<file path="src/rtl/alu_operand_stage.sv">
// ALU operand-select stage.
//
// Builds operand A (RS1 / PC / zero) and operand B (RS2 / IMM / constant 4)
// from the register-file reads, forwarding younger results over the
// register file. Stalls while an operand that is actually used still waits
// on an in-flight load. Accepted bundles go into a 2-entry skid buffer with
// a valid/ready handshake, so the stage keeps one bundle per cycle under
// backpressure.
//
// Ports:
//   CLK, RST                   clock, synchronous active-high reset
//   IN_VALID / IN_READY        upstream handshake
//   RS1_ADDR, RS2_ADDR         source register indices
//   RS1_DATA, RS2_DATA         register-file read data
//   IMM, PC                    immediate and instruction address
//   A_SEL, B_SEL, IS_STORE     operand selects; RS2 is also store data
//   FWD_VALID/PEND/ADDR/DATA   forwarding sources, index 0 = youngest
//   FLUSH                      drop buffered and incoming bundles
//   OUT_VALID / OUT_READY      downstream handshake
//   OUT_A, OUT_B               registered operands (head entry)
//   OUT_STORE_DATA             registered forwarded RS2 (head entry)
//   HAZARD_STALL               load-use stall on the offered bundle
module alu_operand_stage #(
  parameter int unsigned XLEN       = 32,
  parameter int unsigned N_FWD      = 2,
  parameter int unsigned REG_ADDR_W = 5
) (
  input  logic                         CLK,
  input  logic                         RST,
  input  logic                         IN_VALID,
  output logic                         IN_READY,
  input  logic [REG_ADDR_W-1:0]        RS1_ADDR,
  input  logic [REG_ADDR_W-1:0]        RS2_ADDR,
  input  logic [XLEN-1:0]              RS1_DATA,
  input  logic [XLEN-1:0]              RS2_DATA,
  input  logic [XLEN-1:0]              IMM,
  input  logic [XLEN-1:0]              PC,
  input  logic [1:0]                   A_SEL,
  input  logic [1:0]                   B_SEL,
  input  logic                         IS_STORE,
  input  logic [N_FWD-1:0]             FWD_VALID,
  input  logic [N_FWD-1:0]             FWD_PEND,
  input  logic [N_FWD*REG_ADDR_W-1:0]  FWD_ADDR,
  input  logic [N_FWD*XLEN-1:0]        FWD_DATA,
  input  logic                         FLUSH,
  output logic                         OUT_VALID,
  input  logic                         OUT_READY,
  output logic [XLEN-1:0]              OUT_A,
  output logic [XLEN-1:0]              OUT_B,
  output logic [XLEN-1:0]              OUT_STORE_DATA,
  output logic                         HAZARD_STALL
);

  // Buffer occupancy doubles as the entry count.
  localparam logic [1:0] StEmpty = 2'd0;
  localparam logic [1:0] StOne   = 2'd1;
  localparam logic [1:0] StTwo   = 2'd2;

  typedef struct packed {
    logic [XLEN-1:0] a;
    logic [XLEN-1:0] b;
    logic [XLEN-1:0] sd;
  } bundle_t;

  logic [1:0]      state_q, state_d;
  bundle_t         head_q, head_d;
  bundle_t         tail_q, tail_d;
  bundle_t         in_bundle;
  logic [XLEN-1:0] rs1_val, rs2_val;
  logic            rs1_pend, rs2_pend;
  logic            rs1_used, rs2_used;
  logic            hazard;
  logic            push, pop;

  // Scan from the oldest source down so the youngest match is written last
  // and wins. Register 0 is hard-wired and never forwarded.
  always_comb begin
    rs1_val  = RS1_DATA;
    rs2_val  = RS2_DATA;
    rs1_pend = 1'b0;
    rs2_pend = 1'b0;
    for (int i = N_FWD - 1; i >= 0; i--) begin
      if (FWD_VALID[i] && (FWD_ADDR[i*REG_ADDR_W +: REG_ADDR_W] == RS1_ADDR) &&
          (RS1_ADDR != '0)) begin
        rs1_val  = FWD_DATA[i*XLEN +: XLEN];
        rs1_pend = FWD_PEND[i];
      end
      if (FWD_VALID[i] && (FWD_ADDR[i*REG_ADDR_W +: REG_ADDR_W] == RS2_ADDR) &&
          (RS2_ADDR != '0)) begin
        rs2_val  = FWD_DATA[i*XLEN +: XLEN];
        rs2_pend = FWD_PEND[i];
      end
    end
  end

  assign rs1_used     = (A_SEL == 2'b00);
  assign rs2_used     = (B_SEL == 2'b00) || IS_STORE;
  assign hazard       = (rs1_used && rs1_pend) || (rs2_used && rs2_pend);
  assign HAZARD_STALL = IN_VALID && hazard;

  always_comb begin
    in_bundle.sd = rs2_val;
    case (A_SEL)
      2'b00:   in_bundle.a = rs1_val;
      2'b01:   in_bundle.a = PC;
      default: in_bundle.a = '0;
    endcase
    case (B_SEL)
      2'b00:   in_bundle.b = rs2_val;
      2'b10:   in_bundle.b = XLEN'(4);
      default: in_bundle.b = IMM;
    endcase
  end

  assign IN_READY  = (state_q != StTwo) && !hazard && !FLUSH;
  assign OUT_VALID = (state_q != StEmpty);
  assign push      = IN_VALID && IN_READY;
  assign pop       = OUT_VALID && OUT_READY;

  always_comb begin
    state_d = state_q;
    head_d  = head_q;
    tail_d  = tail_q;
    if (FLUSH) begin
      state_d = StEmpty;
    end else begin
      case (state_q)
        StEmpty: begin
          if (push) begin
            state_d = StOne;
            head_d  = in_bundle;
          end
        end
        StOne: begin
          if (push && !pop) begin
            state_d = StTwo;
            tail_d  = in_bundle;
          end else if (pop && !push) begin
            state_d = StEmpty;
          end else if (push && pop) begin
            head_d = in_bundle;
          end
        end
        StTwo: begin
          if (pop) begin
            state_d = StOne;
            head_d  = tail_q;
          end
        end
        default: state_d = StEmpty;
      endcase
    end
  end

  always_ff @(posedge CLK) begin
    if (RST) begin
      state_q <= StEmpty;
      head_q  <= '0;
      tail_q  <= '0;
    end else begin
      state_q <= state_d;
      head_q  <= head_d;
      tail_q  <= tail_d;
    end
  end

  assign OUT_A          = head_q.a;
  assign OUT_B          = head_q.b;
  assign OUT_STORE_DATA = head_q.sd;

endmodule

</file>
<file path="config.mk">
export PLATFORM = sky130hd
export DESIGN_NAME = alu_operand_stage
export DESIGN_NICKNAME = d
export VERILOG_FILES = /design/src/rtl/alu_operand_stage.sv
export SDC_FILE = /design/constraint.sdc
export NUM_CORES = 1
export LEC_CHECK = 0
export ABC_AREA = 1
export CAP_MARGIN = 20
export CORE_MARGIN = 5
export CORE_UTILIZATION = 49
export DETAILED_ROUTE_END_ITERATION = 8
export PLACE_DENSITY_LB_ADDON = 0.25
export SYNTH_ARGS = -nofsm -noshare
export SYNTH_HDL_FRONTEND = slang
export SYNTH_SLANG_ARGS = --single-unit
</file>
<file path="constraint.sdc">
create_clock -name CLK -period 3.1 [get_ports CLK]
set_input_delay 0.31 -clock CLK [delete_from_list [all_inputs] [get_ports CLK]]
set_output_delay 0.31 -clock CLK [all_outputs]
set_load 0.05 [all_outputs]
</file>
## Word level (Yosys, flattened, before mapping)

Index checks and enable logic that the tools add are counted.

| cells by class | value |
|---|---|
| div/mod/pow operators | 0 |
| muxes and demuxes | 21 |
| add/subtract/negate cells | 0 |
| shift operators | 0 |
| multipliers | 0 |
| reductions and logical operators | 35 |
| equal/unequal tests | 15 |
| $lt $le $gt $ge | 0 |
| bitwise operators | 1 |

Operators by type and width:

| kind | count |
|---|---|
| 96-bit 2-to-1 mux | 5 |
| 96-bit case mux with 3 select lines | 1 |
| 32-bit 2-to-1 mux | 4 |
| 32-bit case mux with 2 select lines | 2 |
| 5-bit equality test | 4 |
| 1-bit logical AND | 18 |
| 2-bit inequality test (second input constant) | 6 |
| 5-bit nonzero test | 2 |
| 2-bit 2-to-1 mux | 4 |
| 7-bit AND reduction | 1 |
| 2-bit logical NOT | 3 |
| 2-bit case mux with 3 select lines | 1 |
| 3-bit AND reduction | 2 |
| 2-bit by 1-bit equality test with 1-bit output (second input constant) | 2 |
| 2-bit equality test (second input constant) | 2 |
| 1-bit logical NOT | 4 |
| 1-bit 2-to-1 mux | 4 |
| 3-bit inequality test (second input constant) | 1 |
| 3-bit nonzero test | 1 |
| 1-bit logical OR | 2 |
| 2-bit nonzero test | 1 |
| 2-bit OR reduction | 1 |
| 1-bit inverter | 1 |

| word-level totals | value |
|---|---|
| memories kept | 0 |
| output and inout port bits | 99 |
| input bits | 226 |
| latch bits | 0 |
| memory bits (writable) | 0 |
| ROM bits | 0 |
| register bits | 194 |

## Depth between registers and ports, before layout

| depth | value |
|---|---|
| word-level depth | 16 |
| mapped depth | 22 |

## Least setup slack after synthesis

No wires, ideal clock.

| path | value |
|---|---|
| kind | input -> register |
| start point | input FWD_VALID[0] |
| end point | register head_q (netlist bit OUT_A[10]) |
| data arrival time | 2.476 ns |
| slack | 0.508 ns |
| library setup time | 0.117 ns |
| required time | 2.983 ns |
| stages | 18 |
| cells stage by stage | clkinv_1 -> a21oi_1 -> nand2_1 -> nor2_4 -> nand2_2 -> nand2_1 -> nand2_2 -> nand4_4 -> inv_1 -> ha_1 -> nand2_1 -> inv_1 -> nor4_1 -> buf_2 -> buf_1 -> nand3_1 -> nand2_1 -> nor2_1 |

| between the ends | value |
|---|---|
| word-level cells in the longest chain between the ends | 13 |

RTL lines:

| element | line | source |
|---|---|---|
| start, declared | 41 | `input logic [N_FWD-1:0] FWD_VALID,` |
| 1-bit logical AND, on equally long branches (2 in series) | 83, 88 |  |
| 1-bit 2-to-1 mux, on equally long branches | 83, 88 |  |
| 1-bit logical AND | 98 | `assign hazard = (rs1_used && rs1_pend) \|\| (rs2_used && rs2_pend);` |
| 1-bit logical OR | 98 |  |
| 1-bit logical NOT | 115 | `assign IN_READY = (state_q != StTwo) && !hazard && !FLUSH;` |
| 1-bit logical AND (2 in series) | 115 |  |
| 1-bit logical AND | 117 | `assign push = IN_VALID && IN_READY;` |
| 1-bit logical NOT | 138 | `end else if (pop && !push) begin` |
| 1-bit logical AND | 138 |  |
| 2-bit inequality test (no line) | - |  |
| 7-bit AND reduction (no line) | - |  |
| end signal, assigned | 158 | `head_q <= '0;` |
| end signal, assigned | 162 | `head_q <= head_d;` |
| end, declared | 66 | `bundle_t head_q, head_d;` |

Parallel ways exist; a longest one is shown, timed or not. The select of a mux whose other input is x is not followed.
A chain may end at the register's enable or synchronous reset.

## Worst setup path after layout

| path | value |
|---|---|
| start point | input RS2_ADDR[3] |
| end point | register head_q (netlist bit OUT_B[16]) |

| between the ends | value |
|---|---|
| word-level cells in the longest chain between the ends | 15 |

RTL lines:

| element | line | source |
|---|---|---|
| start, declared | 33 | `input logic [REG_ADDR_W-1:0] RS2_ADDR,` |
| 5-bit equality test | 88 | `if (FWD_VALID[i] && (FWD_ADDR[i*REG_ADDR_W +: REG_ADDR_W] == RS2_ADDR) &&` |
| 1-bit logical AND (2 in series) | 88 |  |
| 1-bit 2-to-1 mux (2 in series) | 88 |  |
| 1-bit logical AND | 98 |  |
| 1-bit logical OR | 98 |  |
| 1-bit logical NOT | 115 |  |
| 1-bit logical AND (2 in series) | 115 |  |
| 1-bit logical AND | 117 |  |
| 1-bit logical NOT | 138 |  |
| 1-bit logical AND | 138 |  |
| 2-bit inequality test (no line) | - |  |
| 7-bit AND reduction (no line) | - |  |

Parallel ways exist; a longest one is shown, timed or not. The select of a mux whose other input is x is not followed.

==> reports/results.txt <==
The run finished with clean final reports. For this run, the number of Yosys warnings is 0. After detailed routing, the average wire length per cell comes to 16.3 µm. In this run the vertical extent of the chip is 165 µm. Startpoint of the most critical register-to-register path: state_q[1]$_SDFFE_PP0P_. Cell taking the most area after synthesis: dfxtp_1.

The number of setup buffers added after CTS came out at 0. The worst setup path is of the primary input to flip-flop kind. The worst-case setup margin in the final layout is 0.215 ns, and the floorplan die width is 165 µm. In the final timing run, aggregate negative setup slack is 0 ns. Gates resized during post-CTS repair numbered 0. For the worst-skew pair, the clock arrives at the later sink with an insertion delay of 0.44 ns. The met3 global-route usage is 0.0631, and the area of the core is 23500 µm². For the final database, setup skew stands at 0.0138 ns.

The maximum operating frequency is 347 MHz. For the arrival time at the worst endpoint, the log shows 3.26 ns. The H-tree was split into 4 levels. The dominant cell by count in the synthesized netlist was nand2_1. The initialized floorplan defines 56 standard-cell rows.

Summed over all cells, the static leakage comes to 7.97 nW. The areal power density over the cells came out at 413 nW/µm². The count of buffers added on input and output ports is 324. The die covers 27100 µm².

When the netlist entered floorplanning its net count stood at 2273. Sequential share of the synthesized area: 0.331. 325 I/O pins were placed.

The count of routing violations after the opening detailed-route iteration was 1382; the post-route total power was 6.52 mW. The area of the mapped netlist is 11700 µm². Startpoint type of the worst setup path: a primary input. Of all nets on the critical path, the largest fanout is 63.

The run gives 0 as the number of hold violations in the final report. The share of the synthesized area in the top cell type works out to 0.331. The run gives 0 as the DRC violations left. The layout has 2158 filler cells. The tree is rooted in a clkbuf_16. Across the run, the number of max-cap violations was 0. Averaged over all synthesized cells, the footprint is 5.74 µm². The tools report the capturing element type of the critical path as a flip-flop. Prior to clock tree synthesis, the placed netlist has a worst setup slack of -0.192 ns.

The area growth from synthesis to layout is 34.7%. Sorting the synthesized cells by area gives the leading types as dfxtp_1 33%, nand2_1 21%, inv_1 9.1%. The run gives 0 as the count of final setup violators. The number of max-slew violations in the final report is 0, and the maximum buffer depth of the clock tree is 2. For the CTS sink count, the log shows 194. At the pin with the least slew margin, the transition time is 1.04 ns. For this block, the routed nets add up to 42700 µm of wire. The run gives 0 as the remaining global-route overflow. The first global-routing pass estimated 65800 µm of wire. The start point of the critical path is RS2_ADDR[3]. The run gives 7 as the number of antenna violations at the first check in global routing. Synthesis produced a netlist whose cell count is 2044.

The run gives 0.491 as the met2 capacity usage during global routing. The share of layout cells above drive strength 1 is 0.0452. Among all flip-flop cells after synthesis, the most frequent one is dfxtp_1.

After clock tree synthesis, the flow added hold-fix buffers numbering 0. At the end of routability-driven placement, the weighted congestion stood at 0.907. Clock-pin slew was measured on the worst setup and hold paths at 0.08 ns. In the synthesized netlist, the cells that appear most often are 652 x nand2_1, 284 x inv_1, 270 x nor2_1. For the relative max-transition margin, the log shows 0.304. For the number of nets with antenna violations after routing, the log shows 0. The worst hold path begins at RST.

The met1 demand-to-capacity share in global routing came out at 0.411. After global routing, the most crowded layer is met2. The run gives 12400 as the number of global-route vias before repair.

Setup repair after global routing left no endpoint under its margin. Across all layers, the routed design uses 13700 vias. For the detailed-router iteration count before antenna repair, the log shows 6. The total clock buffers created by CTS is 17, and the time the final worst path needs with I/O delays and setup is 2.89 ns.

TritonCTS built the clock tree. Final worst-path cycle share: 0.931. The detail-routed via count per cell is 5.21, and the global-route usage over all layers is 0.309.

At the worst endpoint, the required time is 3.48 ns. Synthesis inferred 194 register bits. The type of the worst min-delay path was primary input to flip-flop.

Detailed placement finished with a half-perimeter wire length of 31400 µm. The worst-case IR drop observed on VDD is 0.335 mV. The initial cell density of the core is 0.498. The final net count is 2518. Entering global routing, the biggest net connects 99 pins. The proportion of register bits with asynchronous set or reset after synthesis came out at 0. The number of enable-type register cells in the synthesized netlist is 0. Counting distinct cell types in the post-synthesis netlist gives 28.
[worst paths after layout]
path,end,slack (ns),depth (start not counted)
min reg2reg,OUT_A[17]$_SDFFE_PP0P_,0.48,2
min,OUT_A[27]$_SDFFE_PP0P_,0.42,4
max,OUT_B[16]$_SDFFE_PP0P_,0.21,19
max reg2reg,OUT_B[16]$_SDFFE_PP0P_,0.72,14
[power breakdown]
group	internal, mW	leakage, nW	switching, mW	total [mW]
registers	2.60	1.58	0.0672	2.66
logic	0.660	6.11	1.05	1.71
clock network	1.08	0.279	1.07	2.15
[critical path, cell delays in order]
cell             delay [ns]
clkdlybuf4s50_1        0.54
inv_2                  0.05
a21oi_1                0.13
nand2_1                0.07
nor2_1                 0.29
buf_4                  0.17
nand3_1                0.07
nand3_2                0.13
nand4_4                0.10
ha_1                   0.21
nor2_1                 0.10
a21oi_1                0.10
nor4_2                 0.22
buf_4                  0.20
nand2_4                0.08
buf_12                 0.20
nand2_1                0.12
nand2_1                0.06
nor2_1                 0.11
[layer usage]
layer,up-vias,wire length (µm)
met5,-,13
met4,2,1720
met3,101,3950
met2,725,19400
met1,6111,17700
li1,6749,-
[registers in the layout (all words and copies together), names as in the netlist]
register / count
OUT_B: 32
tail_q: 96
OUT_A: 32
state_q: 2
OUT_STORE_DATA: 32
[placed cells by master, fill, tap and decap left out, types with 2 or more instances in the layout]
cell / instances
nand2_1: 652
clkdlybuf4s50_1: 321
inv_1: 282
nor2_1: 266
nand3_1: 204
dfxtp_1: 194
o21ai_0: 118
a21oi_1: 105
o211ai_1: 33
buf_4: 27
clkbuf_16: 17
buf_12: 12
inv_2: 11
o21ai_1: 10
diode_2: 6
nor2_2: 6
xnor2_1: 5
nor2_4: 5
clkinv_4: 5
nand2_2: 4
inv_8: 4
ha_1: 3
inv_6: 3
clkinv_2: 2
[stage by stage]
step                      cell area (µm²)   util  instances  hold slack [ns]
final                               15800  0.671       2626            0.425
after global routing                15800  0.671       2626            0.470
after CTS                           15800  0.670       2620            0.446
after detailed placement            15200  0.647       2589            0.470
after global placement              15200  0.647       2589            0.463
after floorplan                     11700      -       2044            0.468
[logic make-up (layout without fill, tap and decap cells)]
group           after synthesis  in the layout  share of synthesized area
simple gates               1144           1144                      0.394
buf+inv                     431            688                      0.146
compound gates              267            267                      0.121
flops                       194            194                      0.331
xor+xnor                      5              5                    0.00373
fa+ha+maj                     3              3                    0.00320
other cells                   0              6                          0
[cell type report]
type                            count  area (µm²)  share of cell area
Tap cell                          319         399              0.0253
Multi-Input combinational cell   1419        6160               0.390
Clock inverter                     13         120             0.00760
Timing Repair Buffer              361        3660               0.232
Sequential cell                   194        3880               0.246
Antenna cell                        6        15.0            0.000950
Inverter                          296        1110              0.0706
Clock buffer                       18         439              0.0278
No activity file was read; power rests on OpenSTA's default activity.
